**src/rtl/split2_pkg.sv**
```systemverilog
// Shared definitions for the split2 router: FSM state encoding and destination codes.
package split2_pkg;

  typedef enum logic [1:0] {
    IDLE     = 2'd0,
    FETCH    = 2'd1,
    HOLD     = 2'd2,
    DISPATCH = 2'd3
  } state_t;

  localparam logic DEST_A = 1'b0;
  localparam logic DEST_B = 1'b1;

endpackage

```
**src/rtl/split2_router.sv**
```systemverilog
// Moves one word at a time from a source buffer to buffer a or b, selected by din[ROUTE_BIT].
// Optional broadcast (din[ROUTE_BIT-1]) is enabled with macro SPLIT2_BROADCAST_EN.
module split2_router
  import split2_pkg::*;
#(
  parameter int DATA_WIDTH = 32,
  parameter int ROUTE_BIT  = DATA_WIDTH - 1
) (
  input  logic                  clk,
  input  logic                  reset,
  input  logic [DATA_WIDTH-1:0] din,
  input  logic                  buffer_in_empty,
  output logic                  read_en,
  input  logic                  buffer_a_full,
  input  logic                  buffer_b_full,
  output logic [DATA_WIDTH-1:0] dout_a,
  output logic                  wen_a,
  output logic [DATA_WIDTH-1:0] dout_b,
  output logic                  wen_b
);

  state_t                state, state_next;
  logic [DATA_WIDTH-1:0] hold, hold_next;
  logic [DATA_WIDTH-1:0] dout_a_next, dout_b_next;
  logic                  dest, dest_next;
  logic                  read_en_next, wen_a_next, wen_b_next;
`ifdef SPLIT2_BROADCAST_EN
  logic                  bcast, bcast_next;
  logic                  done_a, done_a_next;
  logic                  done_b, done_b_next;
`endif

  // All outputs are registered on the falling edge, like the neighbouring buffers.
  always_ff @(negedge clk or posedge reset) begin
    if (reset) begin
      state   <= IDLE;
      hold    <= '0;
      dest    <= DEST_A;
      read_en <= 1'b0;
      wen_a   <= 1'b0;
      wen_b   <= 1'b0;
      dout_a  <= '0;
      dout_b  <= '0;
`ifdef SPLIT2_BROADCAST_EN
      bcast   <= 1'b0;
      done_a  <= 1'b0;
      done_b  <= 1'b0;
`endif
    end else begin
      state   <= state_next;
      hold    <= hold_next;
      dest    <= dest_next;
      read_en <= read_en_next;
      wen_a   <= wen_a_next;
      wen_b   <= wen_b_next;
      dout_a  <= dout_a_next;
      dout_b  <= dout_b_next;
`ifdef SPLIT2_BROADCAST_EN
      bcast   <= bcast_next;
      done_a  <= done_a_next;
      done_b  <= done_b_next;
`endif
    end
  end

  always_comb begin
    state_next   = state;
    hold_next    = hold;
    dest_next    = dest;
    read_en_next = 1'b0;
    wen_a_next   = 1'b0;
    wen_b_next   = 1'b0;
    dout_a_next  = dout_a;
    dout_b_next  = dout_b;
`ifdef SPLIT2_BROADCAST_EN
    bcast_next   = bcast;
    done_a_next  = done_a;
    done_b_next  = done_b;
`endif

    case (state)
      IDLE: begin
        if (!buffer_in_empty) begin
          read_en_next = 1'b1;
          state_next   = FETCH;
        end
      end

      // The source presents din one edge after the strobe, so wait here.
      FETCH: begin
        state_next = HOLD;
      end

      HOLD: begin
        hold_next  = din;
        dest_next  = din[ROUTE_BIT];
`ifdef SPLIT2_BROADCAST_EN
        bcast_next  = din[ROUTE_BIT-1];
        done_a_next = 1'b0;
        done_b_next = 1'b0;
`endif
        state_next = DISPATCH;
      end

      DISPATCH: begin
`ifdef SPLIT2_BROADCAST_EN
        // Each port is served once as soon as it has room; leave when both are done.
        if (bcast) begin
          if (!done_a && !buffer_a_full) begin
            wen_a_next  = 1'b1;
            dout_a_next = hold;
            done_a_next = 1'b1;
          end
          if (!done_b && !buffer_b_full) begin
            wen_b_next  = 1'b1;
            dout_b_next = hold;
            done_b_next = 1'b1;
          end
          if (done_a_next && done_b_next) begin
            state_next = IDLE;
          end
        end else
`endif
        if (dest == DEST_A) begin
          if (!buffer_a_full) begin
            wen_a_next  = 1'b1;
            dout_a_next = hold;
            state_next  = IDLE;
          end
        end else begin
          if (!buffer_b_full) begin
            wen_b_next  = 1'b1;
            dout_b_next = hold;
            state_next  = IDLE;
          end
        end
      end

      default: begin
        state_next = IDLE;
      end
    endcase
  end

endmodule

```
**config.mk**
```make
export PLATFORM = sky130hd
export DESIGN_NAME = split2_router
export DESIGN_NICKNAME = d
export VERILOG_FILES = /design/src/rtl/split2_pkg.sv /design/src/rtl/split2_router.sv
export SDC_FILE = /design/constraint.sdc
export NUM_CORES = 1
export LEC_CHECK = 0
export ABC_AREA = 1
export BUFFER_PORTS_ARGS = -buffer_cell sky130_fd_sc_hd__buf_2
export CELL_PAD_IN_SITES_DETAIL_PLACEMENT = 1
export CELL_PAD_IN_SITES_GLOBAL_PLACEMENT = 2
export CORE_UTILIZATION = 36
export DETAILED_ROUTE_END_ITERATION = 7
export GPL_TIMING_DRIVEN = 0
export PLACE_DENSITY_LB_ADDON = 0.1
export SYNTH_ARGS = -nofsm -noshare
export SYNTH_HDL_FRONTEND = slang
export SYNTH_SLANG_ARGS = --single-unit
```
**constraint.sdc**
```tcl
create_clock -name clk -period 6.6 [get_ports clk]
set_input_delay 0.33 -clock clk [delete_from_list [all_inputs] [get_ports clk]]
set_output_delay 0.33 -clock clk [all_outputs]
set_load 0.1 [all_outputs]
```
== After elaboration in Yosys (flattened, before gate mapping) ==
Cells that the tools add are included.
Storage, ports and cells
  register bits: 102
  input port bits: 37
  logic and storage cells: 34
Operators by class
  equality and inequality tests: 6
  muxes and demuxes: 13
  bitwise gates (word level): 3
  reductions and logical operators: 4
Operator list (count)
  AND reduction 3 bit: 3
  2-to-1 mux 1 bit: 8
  2-to-1 mux 2 bit: 4
  one-hot mux 2 bit (4 select lines): 1
  inequality test 3 bit (second input constant): 2
  == test 2 bit (second input constant): 2
  inverter 1 bit: 3
  == test 2 x 1 -> 1 bit (second input constant): 1
  zero test 2 bit: 1
  inequality test 2 bit (second input constant): 1

== Logic depth before layout (Yosys ltp) ==
  depth in word-level cells: 3
  depth in mapped cells: 7
  mapped depth without buffers: 6

==> impl_metrics.csv <==
group,metric,value,unit
final_layout,antenna_cells,0,
critical_path,arrival,4510,ps
global_route,grt_max_degree,54,
sta,fin_worst_skew,2.73,ps
drt,vias,2921,
synthesis,synth-compound-area-share,17.3,%
placement,gp_congestion,0.708,
cts,postCtsHoldBufs,0,
sta,hold_slack,408,ps
cts,clock-sinks,101,
drt,routed_wirelength,9740,µm
critical_path,cp_num_buf_inv,1,
synthesis,synth_flop_cell,"dfrtn_1",
synthesis,yosysTopAreaCellShare,62.2,%
synthesis,synth.area.top_cells,"dfrtn_1 62%, o21ai_2 13%, nand2_1 8.4%, o21ai_0 3.9%, inv_1 3.6%",
final_layout,n_fill_cell,1238,
synthesis,synth_cell_types,18,
critical_path,critical_path.endpoint_type,"output port",
synthesis,synth-edff-count,0,
final_layout,area_growth,25.1,%
drt,drc,0,
floorplanning,die_y,108,µm
synthesis,synth_top_family_by_area,"compound AO/OA/AOI/OAI gates",
critical_path,crit_chain,"buf_2",
global_route,overflow,0,
synthesis,synth_area_leader_cell,"dfrtn_1",
synthesis,synth_fa_ha_area_share,0.924,%
cts,cts_buffers,9,
sta,hold_viol,0,
sta,worst_slew_pin_slew,634,ps
synthesis,synth.mux.area_fraction,0,%
synthesis,ys_async_sr_fraction,100,%
cts,cts_tree,"built",
synthesis,yosys-top-cells-count,"101 x dfrtn_1, 91 x nand2_1, 62 x o21ai_2",
synthesis,yosys.area_share.simple,11.7,%
critical_path,worstPathRequired,6270,ps
drt,wire_per_inst,15.5,µm
final_layout,layout.nets,524,
floorplanning,fp-row-count,38,
cts,cts_setup_buffers,0,
placement,place_hpwl,6790,µm
synthesis,synth_xor_area_share,0,%
cts,clk_pin_slew,50,ps
global_route,grt_util_all_layers,18.4,%
placement,io_buffer_count,103,
cts,root_buffer,"clkbuf_16",
critical_path,startpoint_type,"flip-flop",
global_route,grt_pass1_vias,3091,
critical_path,critPathMaxStageDelay,440,ps
synthesis,synth_nets,409,
critical_path,path_max_fanout,2,
synthesis,yosysWarningCount,0,
global_route,antenna_found_initial,0,
synthesis,synth_most_common_cell,"dfrtn_1",
critical_path,crit_slowest_cell,"dfrtn_1",
synthesis,ys_seq_area_share,62.2,%
sta,setup_viol,0,
floorplanning,dieArea,0.0117,mm²
status,outcome,"finished clean",
floorplanning,io_pins,104,
cts,clk_latency,340,ps
final_layout,drive_gt1_share,43.4,%
global_route,grt_pass1_wl,16000,µm
critical_path,worstSetupPathType,"reg2out",
drt,first_pass_iters,4,
synthesis,ys_ff_latch,101,
floorplanning,fp.coreArea,0.0109,mm²
cts,clock_path_buffers,2,
hold_path,hold_path_class,"reg2reg",
floorplanning,start_util,37.2,%
critical_path,worst_path_dominant_cell_family,"flip-flops",
floorplanning,die_w,108,µm
cts,cts_resized,0,
synthesis,syn_area_per_cell,11.0,µm²
sta,drv_slew,0,
drt,ant_nets,0,
sta,rsz0062_at_grt,"no",
synthesis,synth_area,0.00406,mm²
cts,htree_levels,3,
drt,drt_iter0_markers,46,
sta,slew_headroom,57.7,%
synthesis,synth_cells,369,
drt,via_per_inst,4.65,
run,cap_violations,0,
==> worst paths after layout <==
check                           slack [ps]                      to              startpoint  cells after the start
worst min register to register         410  dout_b[31]$_DFFE_NP0P_  dout_b[31]$_DFFE_NP0P_                      1
worst max register to register        5050     hold[5]$_DFFE_NP0N_    state[0]$_DFFE_NP0P_                      6
max in group asynchronous             2620  dout_b[27]$_DFFE_NP0P_                   reset                      3
worst min-delay path                   410  dout_b[31]$_DFFE_NP0P_  dout_b[31]$_DFFE_NP0P_                      1
min in group asynchronous             3280   dout_a[9]$_DFFE_NP0P_                   reset                      2
worst max-delay path                  1760              dout_b[10]  dout_b[10]$_DFFE_NP0P_                      1
==> through the flow <==
step           instance area, µm²  TNS, ps  util, %  cells  setup slack (ps)
3_5_place_dp                 4780        0     43.8    613              2010
5_1_grt                      5080        0     46.5    628              1720
3_3_place_gp                 4750   -81650     43.5    612              -813
4_1_cts                      5080        0     46.5    628              1740
2_1_floorplan                4060        0        -    369               455
6_report                     5080        0     46.5    628              1760
==> cell type report <==
class / count / area (µm²) / area share (%)
Buffer: 19 / 169 / 3.32
Clock buffer: 15 / 298 / 5.86
Inverter: 40 / 153 / 3.00
Multi-Input combinational cell: 209 / 1220 / 24.0
Sequential cell: 101 / 2530 / 49.7
Tap cell: 140 / 175 / 3.45
Timing Repair Buffer: 104 / 543 / 10.7
==> layout by cell type (no fill, tap or decap), types with 3 or more instances in the layout <==
master	instances
o21ai_2	62
nand3_1	3
o21ai_0	32
nor2_1	3
inv_1	38
ha_1	3
clkbuf_8	5
nand2_1	91
buf_2	108
buf_6	12
dfrtn_1	101
clkbuf_16	9
nand2_2	9
==> registers in the layout, indices dropped and copies added (netlist names) <==
name and flops:
dout_a 32, dout_b 32, hold 31, state 2
dest 1, read_en 1, wen_a 1, wen_b 1
==> layer usage <==
| metal | share of wire [%] | vias up | wire (µm) | track usage (%) |
|---|---|---|---|---|
| met2 | 48 | 63 | 4700 | 30.0 |
| met5 | 0 | - | 0 | 0 |
| met3 | 4.2 | 8 | 409 | 3.62 |
| met4 | 1.4 | 0 | 135 | 7.34 |
| met1 | 46 | 1448 | 4490 | 24.0 |
| li1 | - | 1402 | - | - |
==> cells by family (layout without fill, tap and decap cells) <==
family | count (synthesis) | after routing
AOI/OAI and AO/OA | 94 | 94
adders and majority gates | 3 | 3
and+or+nand+nor | 112 | 112
DFF | 101 | 101
buffers and inverters | 59 | 178
Power is left out: the tool's default activity adds up to more than one toggle a clock period on the data nets, which glitch-free logic cannot reach.
